## config.mk

```make
export PLATFORM = sky130hd
export DESIGN_NAME = ifetch_unit
export DESIGN_NICKNAME = d
export VERILOG_FILES = /design/src/rtl/ifetch_unit.sv
export SDC_FILE = /design/constraint.sdc
export NUM_CORES = 1
export LEC_CHECK = 0
export ABC_CLOCK_PERIOD_IN_PS = 4500
export CORE_MARGIN = 3
export CORE_UTILIZATION = 60
export CTS_CLUSTER_DIAMETER = 120
export DETAILED_ROUTE_END_ITERATION = 6
export DONT_BUFFER_PORTS = 1
export GPL_TIMING_DRIVEN = 0
export PLACE_DENSITY = 0.82
export SETUP_SLACK_MARGIN = 0.2
export SYNTH_ARGS = -nofsm -noshare
export SYNTH_HDL_FRONTEND = slang
export SYNTH_SLANG_ARGS = --single-unit
```

## constraint.sdc

```tcl
create_clock -name clk -period 4.5 [get_ports clk]
set_clock_uncertainty 0.15 [all_clocks]
set_input_delay 0 -clock clk [delete_from_list [all_inputs] [get_ports clk]]
set_output_delay 0 -clock clk [all_outputs]
set_load 0.02 [all_outputs]
```

## src/rtl/ifetch_unit.sv

```systemverilog
// rtl/ifetch_unit.sv - instruction fetch stage: PC, imem req/ack fetch, instruction register, next-PC select
module ifetch_unit #(
  parameter logic [31:0] RESET_PC = 32'h0000_0000,
  parameter int          CNT_W    = 32
) (
  input  logic             clk,
  input  logic             rst,
  output logic             imem_req,
  output logic [31:0]      imem_addr,
  input  logic             imem_ack,
  input  logic [31:0]      imem_rdata,
  output logic [31:0]      instr,
  output logic [5:0]       op,
  output logic             instr_valid,
  input  logic             exec_done,
  input  logic             branch,
  input  logic             zero,
  input  logic             jmp,
  output logic [31:0]      pc,
  output logic [31:0]      pc_plus4,
  output logic [CNT_W-1:0] retired
);

  typedef enum logic [1:0] {
    ST_IDLE  = 2'd0,
    ST_FETCH = 2'd1,
    ST_EXEC  = 2'd2
  } state_t;

  state_t             state_q, state_d;
  logic [31:0]        pc_q, pc_d;
  logic [31:0]        instr_q, instr_d;
  logic [CNT_W-1:0]   retired_q, retired_d;
  logic [31:0]        br_offset;
  logic [31:0]        next_pc;

  assign pc_plus4  = pc_q + 32'd4;
  assign br_offset = {{14{instr_q[15]}}, instr_q[15:0], 2'b00};

  // jmp outranks a taken branch; all sums wrap modulo 2^32
  always_comb begin
    next_pc = pc_plus4;
    if (jmp) begin
      next_pc = {pc_plus4[31:28], instr_q[25:0], 2'b00};
    end else if (branch && zero) begin
      next_pc = pc_plus4 + br_offset;
    end
  end

  always_comb begin
    state_d   = state_q;
    pc_d      = pc_q;
    instr_d   = instr_q;
    retired_d = retired_q;
    case (state_q)
      ST_IDLE: state_d = ST_FETCH;
      ST_FETCH: begin
        if (imem_ack) begin
          instr_d = imem_rdata;
          state_d = ST_EXEC;
        end
      end
      ST_EXEC: begin
        if (exec_done) begin
          pc_d      = next_pc;
          retired_d = retired_q + 1'b1;
          state_d   = ST_FETCH;
        end
      end
      default: state_d = ST_IDLE;
    endcase
  end

  always_ff @(posedge clk) begin
    if (rst) begin
      state_q   <= ST_IDLE;
      pc_q      <= {RESET_PC[31:2], 2'b00};
      instr_q   <= 32'd0;
      retired_q <= '0;
    end else begin
      state_q   <= state_d;
      pc_q      <= pc_d;
      instr_q   <= instr_d;
      retired_q <= retired_d;
    end
  end

  assign imem_req    = (state_q == ST_FETCH);
  assign imem_addr   = pc_q;
  assign instr_valid = (state_q == ST_EXEC);
  assign instr       = instr_q;
  assign op          = instr_q[31:26];
  assign pc          = pc_q;
  assign retired     = retired_q;

endmodule

```

Word level (Yosys, flattened, before mapping)
Cells that the tools add are included.
- eq/ne operators: 4
- muxes and demuxes: 5
- add/subtract/negate cells: 3
- reductions and logical operators: 5
- operators by type and width (kind ; number):
    $mux 32 ; 2
    $add 32x1->32 const B ; 1
    $add 32x3->32 const B ; 1
    $add 32x32->32 ; 1
    $pmux 2 s3 ; 1
    $reduce_and 2->1 ; 3
    $mux 2 ; 2
    $ne 2x1->1 const B ; 2
    $eq 2x1->1 const B ; 1
    $eq 2x2->1 const B ; 1
    $logic_not 2->1 ; 1
    $logic_and 1x1->1 ; 1
- output and inout bits: 168
- input bits: 39
- register bits: 98

Depth between registers and ports, before layout
Gate-level depths: netlist of the first run.
- depth after elaboration: 4
- gate-level depth with buffers: 16
- mapped depth without buffers: 16

Worst setup path before layout of the first run
OpenSTA, ideal clock, no wires.
- path type: register to register
- start point: reg pc_q[2], in the netlist imem_addr[2]
- end point: reg pc_q[31], in the netlist imem_addr[31]
- cell stages (with the launch flop): 15
- setup time: 0.123 ns
- path slack: 0.159 ns
- arrival: 4.068 ns
- data required time: 4.227 ns
- cell sequence: dfxtp_1 > ha_1 > nand4_1 > nor3_1 > nand2_1 > xnor2_1 > ha_1 > a21o_1 > a21o_1 > a221oi_1 > o21ai_0 > o31a_1 > mux2i_1 > o31ai_2 > mux2_1
- cells in the longest elaborated chain, start to end: 4
- ends and longest elaborated chain (element ; line ; RTL):
    from (decl) ; 31 ; logic [31:0] pc_q, pc_d;
    from (signal assigned) ; 77 ; pc_q <= {RESET_PC[31:2], 2'b00};
    from (signal assigned) ; 82 ; pc_q <= pc_d;
    $add 32x3->32 ; 37 ; assign pc_plus4 = pc_q + 32'd4;
    named net pc_plus4[22] ; 20 ; output logic [31:0] pc_plus4,
    $add 32x32->32 ; 46 ; next_pc = pc_plus4 + br_offset;
    $mux 32 ; 45 ; end else if (branch && zero) begin
    $mux 32 ; 43 ; if (jmp) begin
The timed path passes the listed nets, and every way through them passes these cells.
A chain may end at the register's enable or synchronous reset.

Final worst setup path of the first run
- start point: reg pc_q[8], in the netlist imem_addr[8]
- end point: reg pc_q[31], in the netlist imem_addr[31]
The elaborated chain is that of the path after synthesis.

==> metrics, run 1 <==
Final #Nets 1020; WP data arrival 4.35 ns; unrepaired setup endpoints after global routing no; sequential share of power 0.519; Core ar. 10560 um2; average routed wire per standard cell 20.62 um; DP HPWL 15770 um; DRT Pass-1 Iters 6; wire length on met3 2567 um; DRT Wirelength 22360 um; Peak VDD IR 0.0002347 V; Clock Power Share 0.344; Min Clock Period, post-route 4.218 ns; # port buffers 0; Site Rows 37; complex-gate fraction of the synthesized area 0.2044; CTS max path bufs 2; slew margin rel. 0.08269; Via density 6.281; XOR/XNOR Fraction of Synth Area 0.09301; fmax 237.1 MHz; Top FF cell, synth dfxtp_1; grt total ovfl 0; Crit Path Max Fanout 7; Chip Width 111.5 um; DR WL met2 10510 um; CTS sink count 96; io pins 207; Tcrit/Tclk final 0.9374; Netlist cell types 74; Switching Fraction 0.3093; most common cell after layout, fill and taps aside nand2_1; Hold WS 0.05203 ns; share of flip-flops with an asynchronous set or reset 0; Post-Syn Area 6673 um2; Crit Path Class reg2reg; starting DRC count in detailed routing 576; Register-to-Register Path Depth 15; setup violators final 0; Simple-Gate Fraction of Synth Area 0.2490; Synth Instances 883; share of layout cells above drive strength 1 0.1593; Internal 1219 uW; Root Buffer clkbuf_8; vias 6809; max layer used met4; combinational cell fraction of total power 0.137; Die ar. 12420 um2; CP Capture Type flop; synthesized flop and latch total 96; status completed; Hold Path Stages 4; Post-synth EDFFs 0; vias in the first global route 6399; end-of-flow core utilization 0.7518; Max H-tree Level 3; initial antenna violation count 0; Hold Fails Final Rpt 0; commonest cells after routing, fill and taps aside nand2_1 (146), a21oi_1 (92), dfxtp_1 (78), nor2_1 (74), buf_4 (48); startpoint types flop; CTS Buf Count 9; TritonCTS clock tree yes; Metal-1 WL 8420 um; Initial Util 0.6322; mux cell area share after synthesis 0.01069; largest net degree at the start of global routing 28; Synth Area in Adders 0.07238; Final Wtd Congestion 0.9796; Mean Syn Cell Area 7.557 um2; die height 111.5 um; Seq/Total Area, Yosys 0.2880; post-route cell area 7935 um2; placed cell area 6877 um2; max-cap viol count 0; CP required 4.63 ns; first-pass GRT wire length 34590 um; largest family of logic cells by synthesized area simple AND/OR/NAND/NOR gates; Pins Over Slew Limit 0; Clk Latency, worst-skew pair 0.38 ns; Leak Pwr 0.003216 uW; Antenna Nets Post-Route 0; hold crit path type in2reg; setup tns final 0 ns; DRC 0; layout overhead on the synthesized area 18.92%; # diodes 0; Ys Warns 0; gr usage total 0.3404; CTS clk-pin slew, worst paths 0.11 ns; pin slew with the least headroom to its limit 1.374 ns; sw power 546.1 uW; pwr dens 222.5 nW/um2
## Yosys cell counts, types with 7 or more instances
cell	count	area share
nand2_1	147	0.083
dfxtp_1	96	0.29
a21oi_1	95	0.071
nor2_1	76	0.043
buf_4	43	0.048
o21ai_0	39	0.029
ha_1	37	0.069
xnor2_1	37	0.049
xor2_1	32	0.042
nand3_1	30	0.023
clkbuf_1	29	0.016
a21o_1	21	0.024
inv_1	18	0.010
nand4_1	15	0.014
nor3_1	15	0.011
o211ai_1	15	0.017
and3_1	9	0.0084
buf_2	8	0.0060
or3_1	8	0.0075
and2_1	7	0.0066
## critical path, stage by stage, from the launching register on
cell,delay (ns)
dfxtp_4,0.45
nand4_4,0.18
or3_4,0.43
or2_4,0.32
nor3_4,0.25
nand2_1,0.21
xnor2_4,0.25
ha_2,0.44
nand3_1,0.13
nand2b_1,0.17
a21oi_2,0.14
o31a_1,0.21
mux2i_2,0.29
o21ai_2,0.10
o31ai_2,0.08
mux2_4,0.33
## path summary, 6_finish.rpt
kind | startpoint | endpoint | slack (ns)
worst min-delay path | exec_done | imem_addr[16] | 0.05
worst min register to register | imem_addr[9] | imem_addr[9] | 0.42
worst max-delay path | imem_addr[8] | imem_addr[31] | 0.28
worst max register to register | imem_addr[8] | imem_addr[31] | 0.28
## per-stage QoR
| stage | worst slack (ns) | power, uW | cells |
|---|---|---|---|
| after floorplan | 0.2261 | 1080 | 888 |
| after global placement | -0.9504 | 1134 | 1024 |
| after detailed placement | -0.9750 | 1137 | 1024 |
| after CTS | 0.1657 | 1752 | 1080 |
| after global routing | 0.1624 | 1820 | 1084 |
| final | 0.2817 | 1766 | 1084 |
## cell type report
cell class	instances	area, um2
multi-input cells	692	4603
fillers	789	2620
clock buffers	10	127.6
clock inverters	6	72.57
plain buffers	81	475.5
inverters	19	71.32
well taps	136	170.2
repair buffers	44	437.9
flip-flops and latches	96	1977
## logic make-up after synthesis
group	Yosys count
and+or+nand+nor	350
buffers and inverters	100
other	1
muxes	7
AOI/OAI and AO/OA	221
xor gates and xnor gates	70
adders and majority gates	38
DFF	96
## flip-flops by register name (all words and copies together) (netlist names)
name and count:
instr 32, state_q 2, imem_addr 30, retired 32
## metal layers
metal,GRT usage,vias up
met4,0.1387,0
li1,-,3169
met3,0.1038,81
met1,0.4221,3133
met2,0.5529,426
met5,0,-
## power groups by stage
stage	Clock [uW]	Sequential [uW]	Combinational, uW
2_1_floorplan	0	927	153
3_3_place_gp	0	939	194
3_5_place_dp	0	940	198
4_1_cts	607	919	227
5_1_grt	639	920	261
6_report	607	917	242
## repair_timing
action	4_1_cts	5_1_grt
pin swaps	1	14
setup endpoints to repair	14	8
resized for setup	38	49
endpoints found under the hold margin	37	0
buffers inserted	2	4
hold buffers	38	0
(Power assumes the default switching activity.)
==> run 2: changes to the inputs <==
--- a/config.mk
+++ b/config.mk
@@ -5,7 +5,7 @@
 export SDC_FILE = /design/constraint.sdc
 export NUM_CORES = 1
 export LEC_CHECK = 0
-export ABC_CLOCK_PERIOD_IN_PS = 4500
+export ABC_CLOCK_PERIOD_IN_PS = 4100
 export CORE_MARGIN = 3
 export CORE_UTILIZATION = 60
 export CTS_CLUSTER_DIAMETER = 120
==> constraint.sdc (replaced) <==
create_clock -name clk -period 4.1 [get_ports clk]
set_clock_uncertainty 0.15 [all_clocks]
set_input_delay 0 -clock clk [delete_from_list [all_inputs] [get_ports clk]]
set_output_delay 0 -clock clk [all_outputs]
set_load 0.02 [all_outputs]
==> run 2 against run 1 <==
The run now ends with setup timing left. Clock-buffer cell count stayed put. Combinational power is 17% higher. Clock power is 4.6% higher. Cell count is 1.1% higher. Sequential power is 10% higher. Largest power group unchanged. Register-to-register slack worse by 0.37 ns. Sequential share of layout area is 1.3 points lower. Highest routed layer unchanged. Cell area is 5.7% higher. Critical endpoint unchanged. Fmax is 0.68% higher.
==> metrics, run 2 (synthesis results as in run 1) <==
starting DRC count in detailed routing 731; die height 111.5 um; DRT Pass-1 Iters 6; max-cap viol count 0; Max H-tree Level 3; Chip Width 111.5 um; Pins Over Slew Limit 0; Final #Nets 1032; Initial Util 0.6322; CTS max path bufs 2; CTS sink count 96; Peak VDD IR 0.0002572 V; largest net degree at the start of global routing 28; io pins 207; CTS clk-pin slew, worst paths 0.11 ns; Via density 6.634; vias 7271; met3 GRT Util 0.1185; Site Rows 37; crit-path cells ha_4 > nand4_1 > buf_6 > nor2_1 > xor2_2 > ha_2 > a21o_1 > a21o_1 > a22oi_2 > buf_4 > a21oi_2 > o31a_1 > mux2i_2 > o21ai_2 > o31ai_2 > mux2_4; Antenna Nets Post-Route 0; DP HPWL 16400 um; slowest CP cell dfxtp_4; global routing usage on met1 0.4184; worst path bufs/invs 2; CP max stage delay 0.48 ns; most common cell after layout, fill and taps aside nand2_1; # port buffers 0; grt total ovfl 0; DRC 0; Core ar. 10560 um2; Min Clock Period, post-route 4.190 ns; CP delay by family, top compound AO/OA/AOI/OAI gates; DRT Wirelength 23940 um; startpoint types flop; setup tns final -0.09360 ns; Crit Path Class reg2reg; Leak Pwr 0.003341 uW; setup violators final 2; TritonCTS clock tree yes; Tcrit/Tclk final 1.022; gr usage total 0.3594; first-pass GRT wire length 36310 um; Final Wtd Congestion 0.9806; slew margin rel. 0.3848; commonest cells after routing, fill and taps aside nand2_1 (142), a21oi_1 (88), dfxtp_1 (76), nor2_1 (72), buf_4 (55); status finished, violations left; CTS Buf Count 9; WP data arrival 4.32 ns; pin slew with the least headroom to its limit 0.9162 ns; Fillers 684; met2 global-route usage 0.5867; most frequent CP cell a21o_1; vias in the first global route 6962; fmax 238.7 MHz; CP Capture Type flop; pwr dens 229.7 nW/um2; average routed wire per standard cell 21.85 um; CP required 4.23 ns; failing checks setup timing; Crit Path Max Fanout 8; # diodes 0; Clk Latency, worst-skew pair 0.38 ns; unrepaired setup endpoints after global routing yes; Final WS setup -0.08976 ns; Root Buffer clkbuf_8; initial antenna violation count 0; Hold Fails Final Rpt 0; final total power 1927 uW; Most Crowded Layer GR met2; hold crit path type in2reg; layout overhead on the synthesized area 25.73%; share of layout cells above drive strength 1 0.2094; Die ar. 12420 um2
-- run 2: cell count changes in the layout (fill, tap and decap cells not counted), moves of 4 or more --
cell	previous run	this run
ha_4	4	12
buf_4	48	55
nand2_1	146	142
buf_6	0	5
ha_1	31	22
a21oi_1	92	88
xnor2_4	7	11
-- run 2: worst paths after layout --
path,from,endpoint,slack [ns],depth (start not counted)
setup / recovery,imem_addr[2],imem_addr[31],-0.09,16
hold / removal,imem_ack,instr[31],0.06,5
setup reg to reg,imem_addr[2],imem_addr[31],-0.09,16
hold reg to reg,imem_addr[13],imem_addr[13],0.42,2
-- run 2: through the flow --
step	hold WS, ns	cells	cell area (um2)	util	setup WS (ns)
floorplan	-0.01399	888	6842	-	0.2001
global placement	-0.01035	1024	7012	0.6643	-0.4200
detailed placement	-0.006620	1024	7012	0.6643	-0.5638
CTS	0.01403	1093	8112	0.7685	0.05816
global route	0.04615	1096	8389	0.7948	-0.1315
finish	0.05879	1096	8389	0.7948	-0.08976
-- run 2: worst reg2reg max path: stages, from the launching register on --
cell     delay, ns
dfxtp_4       0.48
ha_4          0.17
nand4_1       0.12
buf_6         0.17
nor2_1        0.18
xor2_2        0.40
ha_2          0.43
a21o_1        0.22
a21o_1        0.22
a22oi_2       0.26
buf_4         0.18
a21oi_2       0.05
o31a_1        0.33
mux2i_2       0.25
o21ai_2       0.08
o31ai_2       0.07
mux2_4        0.32
-- run 2: repair_timing --
item	in CTS	in global routing
resized for setup	70	50
endpoints found under the setup margin	15	13
endpoints found under the hold margin	38	0
setup buffers	14	3
hold buffers	39	0
pin swaps	30	30
-- run 2: where the power goes --
group          switching (uW)  leakage, uW  total (uW)  internal, uW
combinational             172      0.00246         282           111
clock                     388    0.0000952         635           247
sequential               64.5     0.000791        1010           945
total                     625      0.00334        1930          1300
-- run 2: cell type report --
type | instances | area, um2 | share of cell area
multi-input cells | 692 | 4952 | 0.5903
flip-flops and latches | 96 | 1979 | 0.2359
repair buffers | 56 | 545.5 | 0.06503
plain buffers | 81 | 483.0 | 0.05757
well taps | 136 | 170.2 | 0.02028
clock buffers | 10 | 137.6 | 0.01641
inverters | 19 | 71.32 | 0.008501
clock inverters | 6 | 50.05 | 0.005966
-- run 2: routing by layer --
layer,share of wire,routed length (um)
met5,0,0
met4,0.054,1296
met2,0.47,11220
met1,0.35,8419
met3,0.13,3010
